$ cat src/rtl/sram_port_arbiter.sv
// rtl/sram_port_arbiter.sv - single-port SRAM arbiter between posted capture writes and a blocking reader
module sram_port_arbiter #(
    parameter int WFIFO_DEPTH = 4
) (
    input  logic        clk,
    input  logic        reset_n,
    input  logic        cap_we_n,
    input  logic [17:0] cap_addr,
    input  logic [31:0] cap_wd,
    input  logic        rd_req,
    input  logic [17:0] rd_addr,
    output logic        rd_ack,
    output logic        rd_valid,
    output logic [31:0] rd_data,
    output logic        sram_we_n,
    output logic        sram_oe_n,
    output logic [17:0] sram_addr,
    output logic [31:0] sram_wd,
    input  logic [31:0] sram_rd,
    output logic [15:0] drop_cnt,
    output logic [2:0]  wfifo_level
);

    localparam int AW = (WFIFO_DEPTH > 1) ? $clog2(WFIFO_DEPTH) : 1;
    localparam int LW = $clog2(WFIFO_DEPTH + 1);
    localparam logic [LW-1:0] FULL_LVL = LW'(WFIFO_DEPTH);
    localparam logic [LW-1:0] HIGH_LVL = LW'(WFIFO_DEPTH - 1);

    typedef enum logic [1:0] {
        S_IDLE  = 2'd0,
        S_WRITE = 2'd1,
        S_READ  = 2'd2
    } state_t;

    state_t         r_state;
    state_t         w_state_nxt;

    logic [49:0]    r_mem [WFIFO_DEPTH];
    logic [AW-1:0]  r_wptr;
    logic [AW-1:0]  r_rptr;
    logic [LW-1:0]  r_level;
    logic [15:0]    r_drop;

    logic           r_last_rd;
    logic           r_rd_p1;
    logic           r_we_n;
    logic           r_oe_n;
    logic           r_ack;
    logic           r_valid;
    logic [17:0]    r_addr;
    logic [31:0]    r_wd;
    logic [31:0]    r_rdata;

    logic           w_push;
    logic           w_pop;
    logic           w_full;
    logic           w_push_ok;
    logic           w_drop;
    logic           w_wr_pend;
    logic           w_rd_busy;
    logic           w_rd_pend;
    logic [49:0]    w_head;

    assign w_push    = ~cap_we_n;
    assign w_full    = (r_level == FULL_LVL);
    assign w_pop     = (w_state_nxt == S_WRITE);
    // A full FIFO still accepts a word when the same edge pops one.
    assign w_push_ok = w_push & (~w_full | w_pop);
    assign w_drop    = w_push & w_full & ~w_pop;
    assign w_head    = r_mem[r_rptr];

    assign w_wr_pend = (r_level != '0);
    assign w_rd_busy = (r_state == S_READ) | r_rd_p1;
    assign w_rd_pend = rd_req & ~w_rd_busy;

    always_comb begin
        w_state_nxt = S_IDLE;
        if (w_wr_pend && w_rd_pend) begin
            // Near-full forces a drain; otherwise take turns with the reader.
            if ((r_level >= HIGH_LVL) || r_last_rd) begin
                w_state_nxt = S_WRITE;
            end else begin
                w_state_nxt = S_READ;
            end
        end else if (w_wr_pend) begin
            w_state_nxt = S_WRITE;
        end else if (w_rd_pend) begin
            w_state_nxt = S_READ;
        end
    end

    always_ff @(posedge clk or negedge reset_n) begin
        if (!reset_n) begin
            r_state <= S_IDLE;
        end else begin
            r_state <= w_state_nxt;
        end
    end

    always_ff @(posedge clk) begin
        if (w_push_ok) begin
            r_mem[r_wptr] <= {cap_addr, cap_wd};
        end
    end

    always_ff @(posedge clk or negedge reset_n) begin
        if (!reset_n) begin
            r_wptr  <= '0;
            r_rptr  <= '0;
            r_level <= '0;
            r_drop  <= '0;
        end else begin
            if (w_push_ok) begin
                r_wptr <= r_wptr + AW'(1);
            end
            if (w_pop) begin
                r_rptr <= r_rptr + AW'(1);
            end
            r_level <= r_level + LW'(w_push_ok) - LW'(w_pop);
            if (w_drop && (r_drop != 16'hFFFF)) begin
                r_drop <= r_drop + 16'd1;
            end
        end
    end

    always_ff @(posedge clk or negedge reset_n) begin
        if (!reset_n) begin
            r_we_n    <= 1'b1;
            r_oe_n    <= 1'b1;
            r_addr    <= '0;
            r_wd      <= '0;
            r_ack     <= 1'b0;
            r_rd_p1   <= 1'b0;
            r_valid   <= 1'b0;
            r_rdata   <= '0;
            r_last_rd <= 1'b1;
        end else begin
            r_we_n  <= 1'b1;
            r_oe_n  <= 1'b1;
            r_ack   <= 1'b0;
            r_rd_p1 <= r_ack;
            r_valid <= r_rd_p1;
            if (r_rd_p1) begin
                r_rdata <= sram_rd;
            end
            case (w_state_nxt)
                S_WRITE: begin
                    r_we_n    <= 1'b0;
                    r_addr    <= w_head[49:32];
                    r_wd      <= w_head[31:0];
                    r_last_rd <= 1'b0;
                end
                S_READ: begin
                    r_oe_n    <= 1'b0;
                    r_addr    <= rd_addr;
                    r_ack     <= 1'b1;
                    r_last_rd <= 1'b1;
                end
                default: begin
                end
            endcase
        end
    end

    assign sram_we_n   = r_we_n;
    assign sram_oe_n   = r_oe_n;
    assign sram_addr   = r_addr;
    assign sram_wd     = r_wd;
    assign rd_ack      = r_ack;
    assign rd_valid    = r_valid;
    assign rd_data     = r_rdata;
    assign drop_cnt    = r_drop;
    assign wfifo_level = 3'(r_level);

endmodule

$ cat config.mk
export PLATFORM = sky130hd
export DESIGN_NAME = sram_port_arbiter
export DESIGN_NICKNAME = d
export VERILOG_FILES = /design/src/rtl/sram_port_arbiter.sv
export SDC_FILE = /design/constraint.sdc
export NUM_CORES = 1
export LEC_CHECK = 0
export CAP_MARGIN = 20
export CORE_MARGIN = 1.5
export CORE_UTILIZATION = 25
export CTS_CLUSTER_SIZE = 16
export DETAILED_ROUTE_END_ITERATION = 10
export HOLD_SLACK_MARGIN = 0.08
export PLACE_DENSITY = 0.55
export SYNTH_ARGS = -nofsm -noshare
export SYNTH_HDL_FRONTEND = slang
export SYNTH_SLANG_ARGS = --single-unit
$ cat constraint.sdc
create_clock -name clk -period 8.2 [get_ports clk]
set_clock_uncertainty 0.1 [all_clocks]
set_input_delay 1.64 -clock clk [delete_from_list [all_inputs] [get_ports clk]]
set_output_delay 1.64 -clock clk [all_outputs]
set_load 0.05 [all_outputs]
# ---- After elaboration in Yosys (flattened, before gate mapping)
# Memories as Yosys holds them, arrays and structs flattened.
# Cells that the tools add are included.
# Widths: inputs -> output; s select.
dict set report word_totals {
  ram_bits 200
  register_bits 113
  in_bits 104
  output_inout_bits 105
  elab_cells 52
  n_memories 1
}
dict set report classes {
  reduce_logical 5
  n_mux 11
  bitwise_logic 10
  magnitude_cmp 1
  n_eq_ne 5
  addsub 5
}
# memory depth width rd rd_clocked_by_memory_dff write_ports line
set memory_table {}
lappend memory_table {r_mem 4 50 1 0 1 38} ;# logic [49:0] r_mem [WFIFO_DEPTH];
# cell count
set ops {}
lappend ops {{$pmux 18 s2} 1}
lappend ops {{$add 16x1->16 const B} 1}
lappend ops {{$ne 16x16->1 const B} 1}
lappend ops {{$mux 2} 4}
lappend ops {{$mux 1} 5}
lappend ops {{$add 2x1->2 const B} 2}
lappend ops {{$and 1x1->1} 4}
lappend ops {{$eq 2x2->1 const B} 2}
lappend ops {{$not 1->1} 4}
lappend ops {{$add 3x1->3} 1}
lappend ops {{$eq 3x3->1 const B} 1}
lappend ops {{$ge 3x2->1 const B} 1}
lappend ops {{$reduce_bool 3->1} 1}
lappend ops {{$sub 3x1->3} 1}
lappend ops {{$eq 2x1->1 const B} 1}
lappend ops {{$logic_and 1x1->1} 2}
lappend ops {{$or 1x1->1} 2}
lappend ops {{$pmux 1 s2} 1}
lappend ops {{$reduce_bool 2->1} 1}
lappend ops {{$logic_or 1x1->1} 1}

# ---- Depth between registers and ports, before layout
dict set report logic_depth {
  word_depth 12
  ltp_mapped 11
  depth_no_buf 11
}

# ---- Least setup slack after synthesis
# Ideal clock, no wire load.
dict set report synth_path {
  path_type {input-to-reg}
  start {input cap_we_n}
  end {memory r_mem[0][0] (enable)}
  slack_ns 3.750
  setup_time_ns 0.464
  stages 1
  arrival_time_ns 3.885
  required_time_ns 7.636
  n_path_buf 0
  path_cell_list {nor2b_1}
}
dict set report synth_between {
  elab_chain_cells 4
}
# element line
set synth_lines {}
lappend synth_lines {{start: declaration} 7} ;# input logic cap_we_n,
lappend synth_lines {{$not 1->1} 64} ;# assign w_push = ~cap_we_n;
lappend synth_lines {{$and 1x1->1} 68} ;# assign w_push_ok = w_push & (~w_full | w_pop);
lappend synth_lines {{$mux 1} 101} ;# if (w_push_ok) begin
lappend synth_lines {{$mux 1 (implied by the code)} 102} ;# r_mem[r_wptr] <= {cap_addr, cap_wd};
lappend synth_lines {{end: declaration} 38}
# Every way passes these cells.

# ---- Worst setup path after layout
dict set report layout_path {
  start {input rd_req}
  end {register r_level[2], in the netlist wfifo_level[2]}
}
dict set report layout_between {
  elab_chain_cells 9
  elab_cells_between_ends 10
  classes_between {add/sub: 2; eq/ne: 1; mux: 3; bitwise: 3; reduce/logical: 1}
}
# element line
set layout_lines {}
lappend layout_lines {{start: declaration} 10} ;# input logic rd_req,
lappend layout_lines {{$and 1x1->1 (*)} 74} ;# assign w_rd_pend = rd_req & ~w_rd_busy;
lappend layout_lines {{$mux 2} 87} ;# end else if (w_rd_pend) begin
lappend layout_lines {{$mux 2} 85} ;# end else if (w_wr_pend) begin
lappend layout_lines {{$mux 2 (*)} 78} ;# if (w_wr_pend && w_rd_pend) begin
lappend layout_lines {{$eq 2x1->1 (*)} 66} ;# assign w_pop = (w_state_nxt == S_WRITE);
lappend layout_lines {{$or 1x1->1} 68}
lappend layout_lines {{$and 1x1->1} 68}
lappend layout_lines {{$add 3x1->3} 119} ;# r_level <= r_level + LW'(w_push_ok) - LW'(w_pop);
lappend layout_lines {{$sub 3x1->3 (*)} 119}
lappend layout_lines {{end signal: assignment} 119}
lappend layout_lines {{end: declaration} 41} ;# logic [LW-1:0] r_level;
# Mark *: on every way between the ends. The rest lies on a longest branch, timed or not.
# A chain may end at the register's enable or synchronous reset.

==> impl_results.md <==
- Antenna violation net count after detailed routing: 0
- Site Rows: approximately 80
- Cts-stage hold buffer count: 0
- Via count of the first global-routing pass: between 6,000 and 7,000
- Share of flip-flops with an asynchronous set or reset: 36.1%
- FF+latch count, synth: between 300 and 400
- Total gr overflow: 0
- Outcome: completed
- Pwr dens: around 430 nW/um^2
- Final HPWL DP: ~16,000 um
- Setup repair after global routing missed its margin: no
- Number of different library cells in the post-synthesis netlist: 30
- Most instantiated cells after synthesis: edfxtp_1 (200), dfrtp_1 (110), mux2_2 (65)
- Die Area: 47,500 um^2
- # setup viols final: 0
- Worst voltage drop across the vdd grid: 0.233 mV
- Cells taking the most area after synthesis: edfxtp_1 (52%), dfrtp_1 (24%), mux4_2 (9.8%)
- DRC violations left: 0
- Data required time of the critical path: 8520 ps
- Number of standard cells after synthesis: about 570
- CP Launch Type: primary input
- Clock tree from TritonCTS: yes
- Final worst-path setup slack: between 4000 and 5000 ps
- Class of the tightest hold or removal check: reg -> reg
- Die width: around 220 um
- Post-synth top flop: edfxtp_1
- Wire length of the first global-routing pass: about 40,000 um
- Fin crit period: about 3600 ps
- Count of flip-flops with a built-in enable after synthesis: 200
- Post-detailed-route wirelength per cell: 18.6 um
- Initial core utilization: 25.4%
- Post-route fraction of the period consumed by the critical path: 44.3%
- CTS buffer count: 37
- Worst Setup End Kind: flop
- Power Total: roughly 6.7 mW
- Final-layout setup total negative slack: 0 ps
- Height of the die: approximately 220 um
- Slew Limit Fails: 0
- Synthesis-to-finish area growth: 34.7%
- Post-cts repair resize count: 0
- Synthesized area per cell: between 20 and 25 um^2
- DRC violation total after the first TritonRoute iteration: between 200 and 300
- Net count after synthesis: 678
- Routed via count divided by cell count: 4.14
- Clock buffer depth: 3
- H-tree Lvls: 2
- # Post-CTS Setup Buffers: 0
- Cell at the root of the clock tree: clkbuf_16
- Antenna violations before repair: 2
- Core area: 45,500 um^2
- WS Path Type: in -> reg
- Total number of vias: just under 6,000
- Drt first pass iters: 4
- Transition time at the pin with the least slew margin: roughly 960 ps
- Post-CTS clock slew at the launch and capture registers of the worst setup and hold paths: 50 ps
- Final core utilization: roughly 34%
- Slew HR: a little over a third
- Diode insertion count for antenna repair: 0
- CP max FO: 16
- Count of boundary I/O pins: between 200 and 250
- Stage delay of the slowest cell on the critical path: 450 ps
- Total Routing Usage GR: between 10% and 20%
- Net total in the final layout: 891
- Most frequent cell after synthesis: edfxtp_1
- Seq/Total Area, Yosys: approximately 77%
- Post-Syn Area: approximately 12,000 um^2
- Share of final-layout standard cells stronger than drive strength 1: 25.4%
- Worst slack after detailed placement: roughly 3300 ps
- Total count of hold-check failures in the final report: 0
- Leading area contributor after synthesis: edfxtp_1
- Synth top area share: 52.0%
- CP Data Arrival Time: around 4000 ps
- Largest net degree at the start of global routing: slightly above 70
- Upper clock frequency limit: between 200 and 300 MHz
- Max cap viols: 0
- Count of yosys warnings during synthesis: 0
- Port-buffer cells: around 210
- DRT Wirelength: ~26,000 um
- CTS sink count: roughly 310
- Routability Congestion: approximately 0.66
- Leakage power: about 5.6 nW
- Cells traversed along the worst timing path: clkdlybuf4s50_1 -> nor2b_1 -> nand4_1 -> buf_8 -> nand2_2 -> inv_1 -> ha_1 -> inv_1 -> ha_1 -> fa_1 -> xor2_1
- Clock latency on the worst-skew pair: around 540 ps
- Cell with the biggest individual delay on the critical path: clkdlybuf4s50_1
==> worst max-delay path, delay by kind of cell <==
family / cells / cell delay (ps)
xor gates and xnor gates: 1 / 160
adders and majority gates: 3 / 810
buffers and inverters: 4 / 800
and+or+nand+nor: 3 / 530
==> cell families after synthesis <==
logic type,Yosys count,share of synthesized area [%]
and+or+nand+nor,34,1.59
xor gates and xnor gates,4,0.303
muxes,115,16.1
buffers and inverters,72,2.67
adders and majority gates,8,0.932
AOI/OAI and AO/OA,20,1.89
DFF,313,76.5
==> cell usage in the layout, fill, tap and decap left out, types with 2 or more instances in the layout <==
cell	n
clkdlybuf4s50_1	207
edfxtp_1	200
dfrtp_1	108
mux2_2	65
mux4_2	50
clkbuf_16	38
inv_1	27
nand3_1	19
o221a_1	10
clkinv_2	10
o221a_2	8
ha_1	7
clkbuf_1	7
buf_4	7
nor2b_4	4
clkinvlp_4	4
bufinv_16	4
nor2_1	3
xnor2_1	3
dfstp_2	3
clkinv_1	2
buf_16	2
dfrtp_4	2
==> stage by stage <==
stage          cells  area, um^2  hold slack, ps
2_1_floorplan    566       11500             249
3_3_place_gp    1337       14300             258
3_5_place_dp    1338       14300             264
4_1_cts         1405       15500             276
5_1_grt         1407       15600             284
6_report        1407       15600             272
==> flip-flops by register name, indices dropped and copies added, names as in the netlist <==
| name | count |
|---|---|
| r_mem | 200 |
| rd_data | 32 |
| sram_wd | 32 |
| sram_addr | 18 |
| drop_cnt | 16 |
| wfifo_level | 3 |
| r_rptr | 2 |
| r_state | 2 |
| r_wptr | 2 |
| r_last_rd | 1 |
| r_rd_p1 | 1 |
| rd_ack | 1 |
| rd_valid | 1 |
| sram_oe_n | 1 |
| sram_we_n | 1 |
==> power by group <==
part	switching (mW)	internal, mW
clock	0.637	0.987
sequential	0.224	2.17
combinational	1.55	1.10
==> area by class of cell <==
class                           count  area, um^2
Fill cell                        4424       29900
Sequential cell                   313        8840
Multi-Input combinational cell    181        2430
Timing Repair Buffer              218        2210
Clock buffer                       46         991
Tap cell                          600         751
Clock inverter                     21         224
Inverter                           28         105
==> path summary, 6_finish.rpt <==
path / startpoint / end / cells past startpoint / slack, ps
worst max-delay path: rd_req / wfifo_level[2]$_DFF_PN0_ / 11 / 4570
worst min-delay path: drop_cnt[0]$_DFFE_PN0P_ / drop_cnt[0]$_DFFE_PN0P_ / 0 / 270
worst max register to register: wfifo_level[1]$_DFF_PN0_ / wfifo_level[2]$_DFF_PN0_ / 11 / 5320
worst min register to register: drop_cnt[0]$_DFFE_PN0P_ / drop_cnt[0]$_DFFE_PN0P_ / 0 / 270
max in group asynchronous: reset_n / sram_oe_n$_DFF_PN1_ / 3 / 6110
min in group asynchronous: reset_n / drop_cnt[14]$_DFFE_PN0P_ / 1 / 910
==> per-layer routing <==
layer,vias to the layer above,wire (um),global-route usage [%]
met5,-,31,0
met4,4,497,3.13
met3,39,1770,3.54
met2,184,12100,17.5
met1,2994,11800,14.6
li1,2604,-,-
Note: power is estimated with default switching activity, not from simulation.
==> edit 1, RTL diff (config.mk and constraints unchanged) <==
Set the parameter `WFIFO_DEPTH` to 2 (it was 4).
--- a/src/rtl/sram_port_arbiter.sv
+++ b/src/rtl/sram_port_arbiter.sv
@@ -1,6 +1,6 @@
 // rtl/sram_port_arbiter.sv - single-port SRAM arbiter between posted capture writes and a blocking reader
 module sram_port_arbiter #(
-    parameter int WFIFO_DEPTH = 4
+    parameter int WFIFO_DEPTH = 2
 ) (
     input  logic        clk,
     input  logic        reset_n,
Formal check against the unedited RTL: not equivalent (a bounded check fails within 4 cycles, from zero or initial values and one cycle with reset_n low).
==> edit 1 against the unedited design <==
- worst setup slack gained 0.074 ns
- final area decreased by 31%
- routed wire length fell by 35%
- first-iteration DRC count down 48%
- sequential cell count decreased by 104
- critical path type is now flip-flop to output port
- hold slack about the same
- largest cell class unchanged
- synthesized area decreased by 35%
- total power down 30%
==> edit 1: results (changes against the unedited design) <==
* Post-synth EDFFs at 100 (-50%)
* Outcome: finished, final reports clean
* Synth Area in Compound Gates at 4.97% (+3.1 points)
* Worst R2R Setup Slack at 6.08 ns (+0.76 ns)
* Post-Layout Cell Count at 1059 (-25%)
* Class of the worst hold path: flip-flop to flip-flop
* Hpwl dp at 11100 µm (-31%)
* Sequential fraction of design power at 35.8% (about the same)
* Most frequent cells after synthesis: dfrtp_1, edfxtp_1, mux2i_1, nand2_1
* Critical path startpoint category: flip-flop
* Met2 WL post-DR at 7820 µm (-35%)
* Layout net count at 756 (-15%)
* Multiplexer share of the synthesized area at 11.5% (-4.6 points)
* Port bufs at 207 (-0.48%)
* Clock share of power at 23.5% (-0.9 points)
* Fillers at 2832 (-36%)
* Synth cell types at 25 (-17%)
* Mapped Avg Cell Area at 16.6 µm² (-19%)
* Critical path's top delay family: buffers and inverters
* Total track usage at 10.7% (-0.39 points)
* CP endpoint: sram_oe_n
* Buffer count from post-CTS setup fixing at 0 (unchanged)
* Synth async-reset ratio at 52.2% (+16 points)
* Metal-1 WL at 7330 µm (-38%)
* Placed Cells incl. Taps at 1012 (-24%)
* Mapped Nets at 556 (-18%)
* Initial antenna violation count at 1 (-1)
* Global-route wire length before repair at 25500 µm (-35%)
* Area after DPL at 9900 µm² (-31%)
* Slowest stage delay, CP at 0.81 ns (+0.36 ns)
* Ratio of total power to cell area at 431 nW/µm² (+0.70%)
* Routed via count at 4250 (-27%)
* Hold_sp: drop_cnt[13]$_DFFE_PN0P_
* Adder-Cell Fraction of Synth Area at 0.335% (-0.60 points)
* Crit path launch: sram_oe_n$_DFF_PN1_
* Main area contributors after synthesis: edfxtp_1, dfrtp_1, mux2i_1
* Placer Congestion at 0.675 (+2.1%)
* Fin Hold WS at 0.272 ns (+0.0000210 ns)
* Worst r2r src: r_level[1]$_DFF_PN0_
* Met2 Usage GRT at 17.4% (-0.15 points)
* Post-synthesis xor/xnor area fraction at 0.469% (+0.17 points)
* Worst-Margin Slew at 0.959 ns (+0.00144 ns)
* Sequential area share after synthesis at 76.7% (+0.19 points)
* WHS Endpoint: drop_cnt[13]$_DFFE_PN0P_
* Depth of the CTS H-tree at 1 (-1)
* GR Util met1 at 13.6% (-1.1 points)
* Synth Flop Type: dfrtp_1
* Share of post-route cells with drive strength above 1 at 13.5% (-12 points)
* Hold_buf cts at 0 (unchanged)
* Worst VDD drop at 0.277 mV (+19%)
* Arr. time, crit path at 1.82 ns (-2.13 ns)
* Final Routed Wirelength at 16900 µm (-35%)
* Reg2Reg Capture Point: sram_addr[17]$_DFFE_PN0P_
* Max Fanout on Critical Path at 1 (-15)
* Switching share of power at 39.2% (+3.1 points)
* Max FFs per register at 100 (-50%)
* Pleak at 0.00419 µW (-25%)
* Cts bufs inserted at 25 (-32%)
* FF-to-FF path depth at 3 (-8)
* Largest net degree at the start of global routing at 82 (+14%)
## edit 1: cell types whose count changed after synthesis, moves of 23 or more
cell	delta
mux4_2	-50
inv_1	-23
mux2_2	-33
o21ai_0	+31
edfxtp_1	-100
nand2_1	+49
mux2i_1	+50
## edit 1: final cells by class
class | count | share of cell area [%]
diodes | 1 | 0.0233
clock buffers | 35 | 6.72
clock inverters | 10 | 1.00
inverters | 4 | 0.140
multi-input cells | 197 | 14.4
flip-flops and latches | 209 | 53.3
well taps | 390 | 4.53
repair buffers | 213 | 19.8
## edit 1: worst register-to-register path, delay by kind of cell, from the launching register on
kind	cells	cell delay, ns
flip-flops	1	0.42
AO/OA/AOI/OAI	1	0.32
AND/OR/NAND/NOR	2	1.18
## edit 1: stage by stage
step	setup slack (ns)	util, %
2_1_floorplan	3.75	-
4_1_cts	4.60	36.3
3_3_place_gp	4.73	33.5
6_report	4.64	36.4
3_5_place_dp	4.72	33.5
5_1_grt	4.57	36.4
==> edit 2, RTL diff (same flow settings) <==
Without the edit above. Put a register stage on the output `wfifo_level`, with the module's reset. The value now appears one clock later. The other outputs are not delayed to match.
--- a/src/rtl/sram_port_arbiter.sv
+++ b/src/rtl/sram_port_arbiter.sv
@@ -170,7 +170,13 @@
     assign rd_valid    = r_valid;
     assign rd_data     = r_rdata;
     assign drop_cnt    = r_drop;
-    assign wfifo_level = 3'(r_level);
+    always_ff @(posedge clk or negedge reset_n) begin
+        if (!reset_n) begin
+            wfifo_level <= '0;
+        end else begin
+            wfifo_level <= 3'(r_level);
+        end
+    end
 
 endmodule
 
Check against the original RTL: not equivalent (a bounded check fails within 4 cycles, from zero or initial values and one cycle with reset_n low).
==> edit 2 against the unedited design <==
- total power is 1.5% higher
- global-route usage decreased by 0.22 points
- sequential cell count is 3 higher
- worst setup slack got worse by 0.0016 ns
- core utilization is 0.24 points higher
- final area up 0.91%
- routed wire length is 1.8% lower
- critical path depth decreased by 10
- synthesized area rose by 0.65%
- non-clock buffer count is the same
- critical endpoint is now sram_we_n
- largest cell class unchanged
- largest power group unchanged
- highest routed layer unchanged
==> edit 2: results (changes against the unedited design) <==
* Routed via count at 5877 (+0.89%)
* Max FFs per register at 200 (unchanged)
* Placer Congestion at 0.700 (+5.9%)
* FF-to-FF path depth at 10 (-1)
* Slowest stage delay, CP at 0.85 ns (+0.40 ns)
* CP max-delay cell: clkdlybuf4s50_1
* Area after DPL at 14300 µm² (+0.37%)
* Synth cell types at 30 (unchanged)
* PostCTS Resize Cnt at 0 (unchanged)
* Main area contributors after synthesis: edfxtp_1, dfrtp_1, mux4_2
* Max Fanout on Critical Path at 1 (-15)
* Largest net degree at the start of global routing at 72 (unchanged)
* Port bufs at 208 (unchanged)
* Hpwl dp at 15300 µm (-5.7%)
* Synth Flop Type: edfxtp_1
* # diodes at 0 (unchanged)
* Post-Layout Cell Count at 1415 (+0.57%)
* Hold Path Depth at 0 (unchanged)
* WL/cell at 18.2 µm (-2.3%)
* Depth of the CTS H-tree at 2 (unchanged)
* Mapped Nets at 681 (+0.44%)
* Vias in the first global route at 6372 (+3.4%)
* Switching share of power at 35.8% (-0.30 points)
* Layout net count at 896 (+0.56%)
* Buffer count from post-CTS setup fixing at 0 (unchanged)
* Share of post-route cells with drive strength above 1 at 25.5% (+0.12 points)
* Worst R2R Setup Slack at 5.66 ns (+0.34 ns)
* Most frequent cells after synthesis: edfxtp_1, dfrtp_1, mux2_2
* Final Hold Fails at 0 (unchanged)
* WHS Endpoint: drop_cnt[6]$_DFFE_PN0P_
* Biggest register: r_mem
* Shortest period the worst path allows at 3.64 ns (+0.00158 ns)
* Initial antenna violation count at 2 (unchanged)
* Reg2Reg Capture Point: r_level[2]$_DFF_PN0_
* Total track usage at 10.9% (-0.22 points)
* Fillers at 4357 (-1.5%)
* Worst-path clk slew at 0.06 ns
* First DRT Iteration DRCs at 320 (+17%)
* Placed Cells incl. Taps at 1341 (+0.22%)
* Synth async-reset ratio at 36.7% (+0.61 points)
* Synth warn at 0 (unchanged)
* Worst-skew pair later-pin latency at 0.55 ns
* Cts bufs inserted at 39 (+5.4%)
* Arr. time, crit path at 1.90 ns (-2.05 ns)
* Outcome: finished, final reports clean
* Pleak at 0.00566 µW (+1.1%)
* Hold_sp: drop_cnt[6]$_DFFE_PN0P_
* CTS Buffer Depth at 3 (unchanged)
* Mapped Avg Cell Area at 20.4 µm² (+0.12%)
* Worst-Margin Slew at 0.942 ns (-0.0158 ns)
* Sequential area share after synthesis at 76.7% (+0.15 points)
* TritonRoute pass-1 iters at 4 (unchanged)
* Setup WS pre-CTS at 3.13 ns (-0.163 ns)
* Worst r2r src: r_level[1]$_DFF_PN0_
* Global-route wire length before repair at 38700 µm (-1.0%)
* Worst VDD drop at 0.224 mV (-4.2%)
* Post-synth EDFFs at 200 (unchanged)
* Critical path's top delay family: buffers and inverters
[edit 2: stage by stage]
step           util [%]  hold WS [ns]
6_report           34.4         0.271
5_1_grt            34.4         0.278
4_1_cts            34.4         0.276
3_5_place_dp       31.5         0.264
3_3_place_gp       31.5         0.264
2_1_floorplan         -         0.249
[edit 2: metal layers]
metal | vias up | GRT usage, % | share of wire, %
li1 | 2637 | - | -
met1 | 3012 | 14.3 | 44
met2 | 181 | 17.1 | 47
met3 | 43 | 2.92 | 6.5
met4 | 4 | 4.21 | 2.2
met5 | - | 0 | 0.12
[edit 2: cell families after synthesis]
| family | after synthesis | share of synthesized area (%) |
|---|---|---|
| adders and majority gates | 8 | 0.926 |
| xor gates and xnor gates | 4 | 0.301 |
| muxes | 115 | 16.0 |
| and+or+nand+nor | 34 | 1.58 |
| DFF | 316 | 76.7 |
| buffers and inverters | 72 | 2.65 |
| AOI/OAI and AO/OA | 20 | 1.87 |
[edit 2: worst max-delay path by stage]
stage                                  to  cells after the start           startpoint
floorplan           r_mem[0][0]$_DFFE_PP_                      1             cap_we_n
global placement     r_level[2]$_DFF_PN0_                     10               rd_req
detailed placement   r_level[2]$_DFF_PN0_                     10               rd_req
CTS                  r_level[2]$_DFF_PN0_                     10               rd_req
global route                    sram_we_n                      1  sram_we_n$_DFF_PN1_
finish                          sram_we_n                      1  sram_we_n$_DFF_PN1_
[edit 2: cell type report]
class | instances | area [µm²] | share of cell area [%]
flip-flops and latches | 316 | 8920 | 56.8
multi-input cells | 181 | 2430 | 15.5
repair buffers | 218 | 2180 | 13.9
clock buffers | 49 | 1030 | 6.59
well taps | 600 | 751 | 4.78
clock inverters | 23 | 277 | 1.76
inverters | 28 | 105 | 0.670
[edit 2: power by group through the flow]
stage / combinational [µW] / sequential, µW / clock (µW)
after global routing: 2780 / 2480 / 1860
after global placement: 2640 / 2450 / 0
after floorplan: 1080 / 3160 / 0
after CTS: 2660 / 2440 / 1790
after detailed placement: 2660 / 2460 / 0
final: 2610 / 2420 / 1730
[edit 2: worst reg2reg max path, cell delays in order (launching register included)]
cell and delay (ns):
dfrtp_1 0.43, ha_1 0.21, o21ai_0 0.23, nand4_1 0.20
nand2_2 0.17, inv_1 0.05, ha_1 0.26, inv_1 0.04
ha_1 0.18, fa_1 0.38, xor2_1 0.17
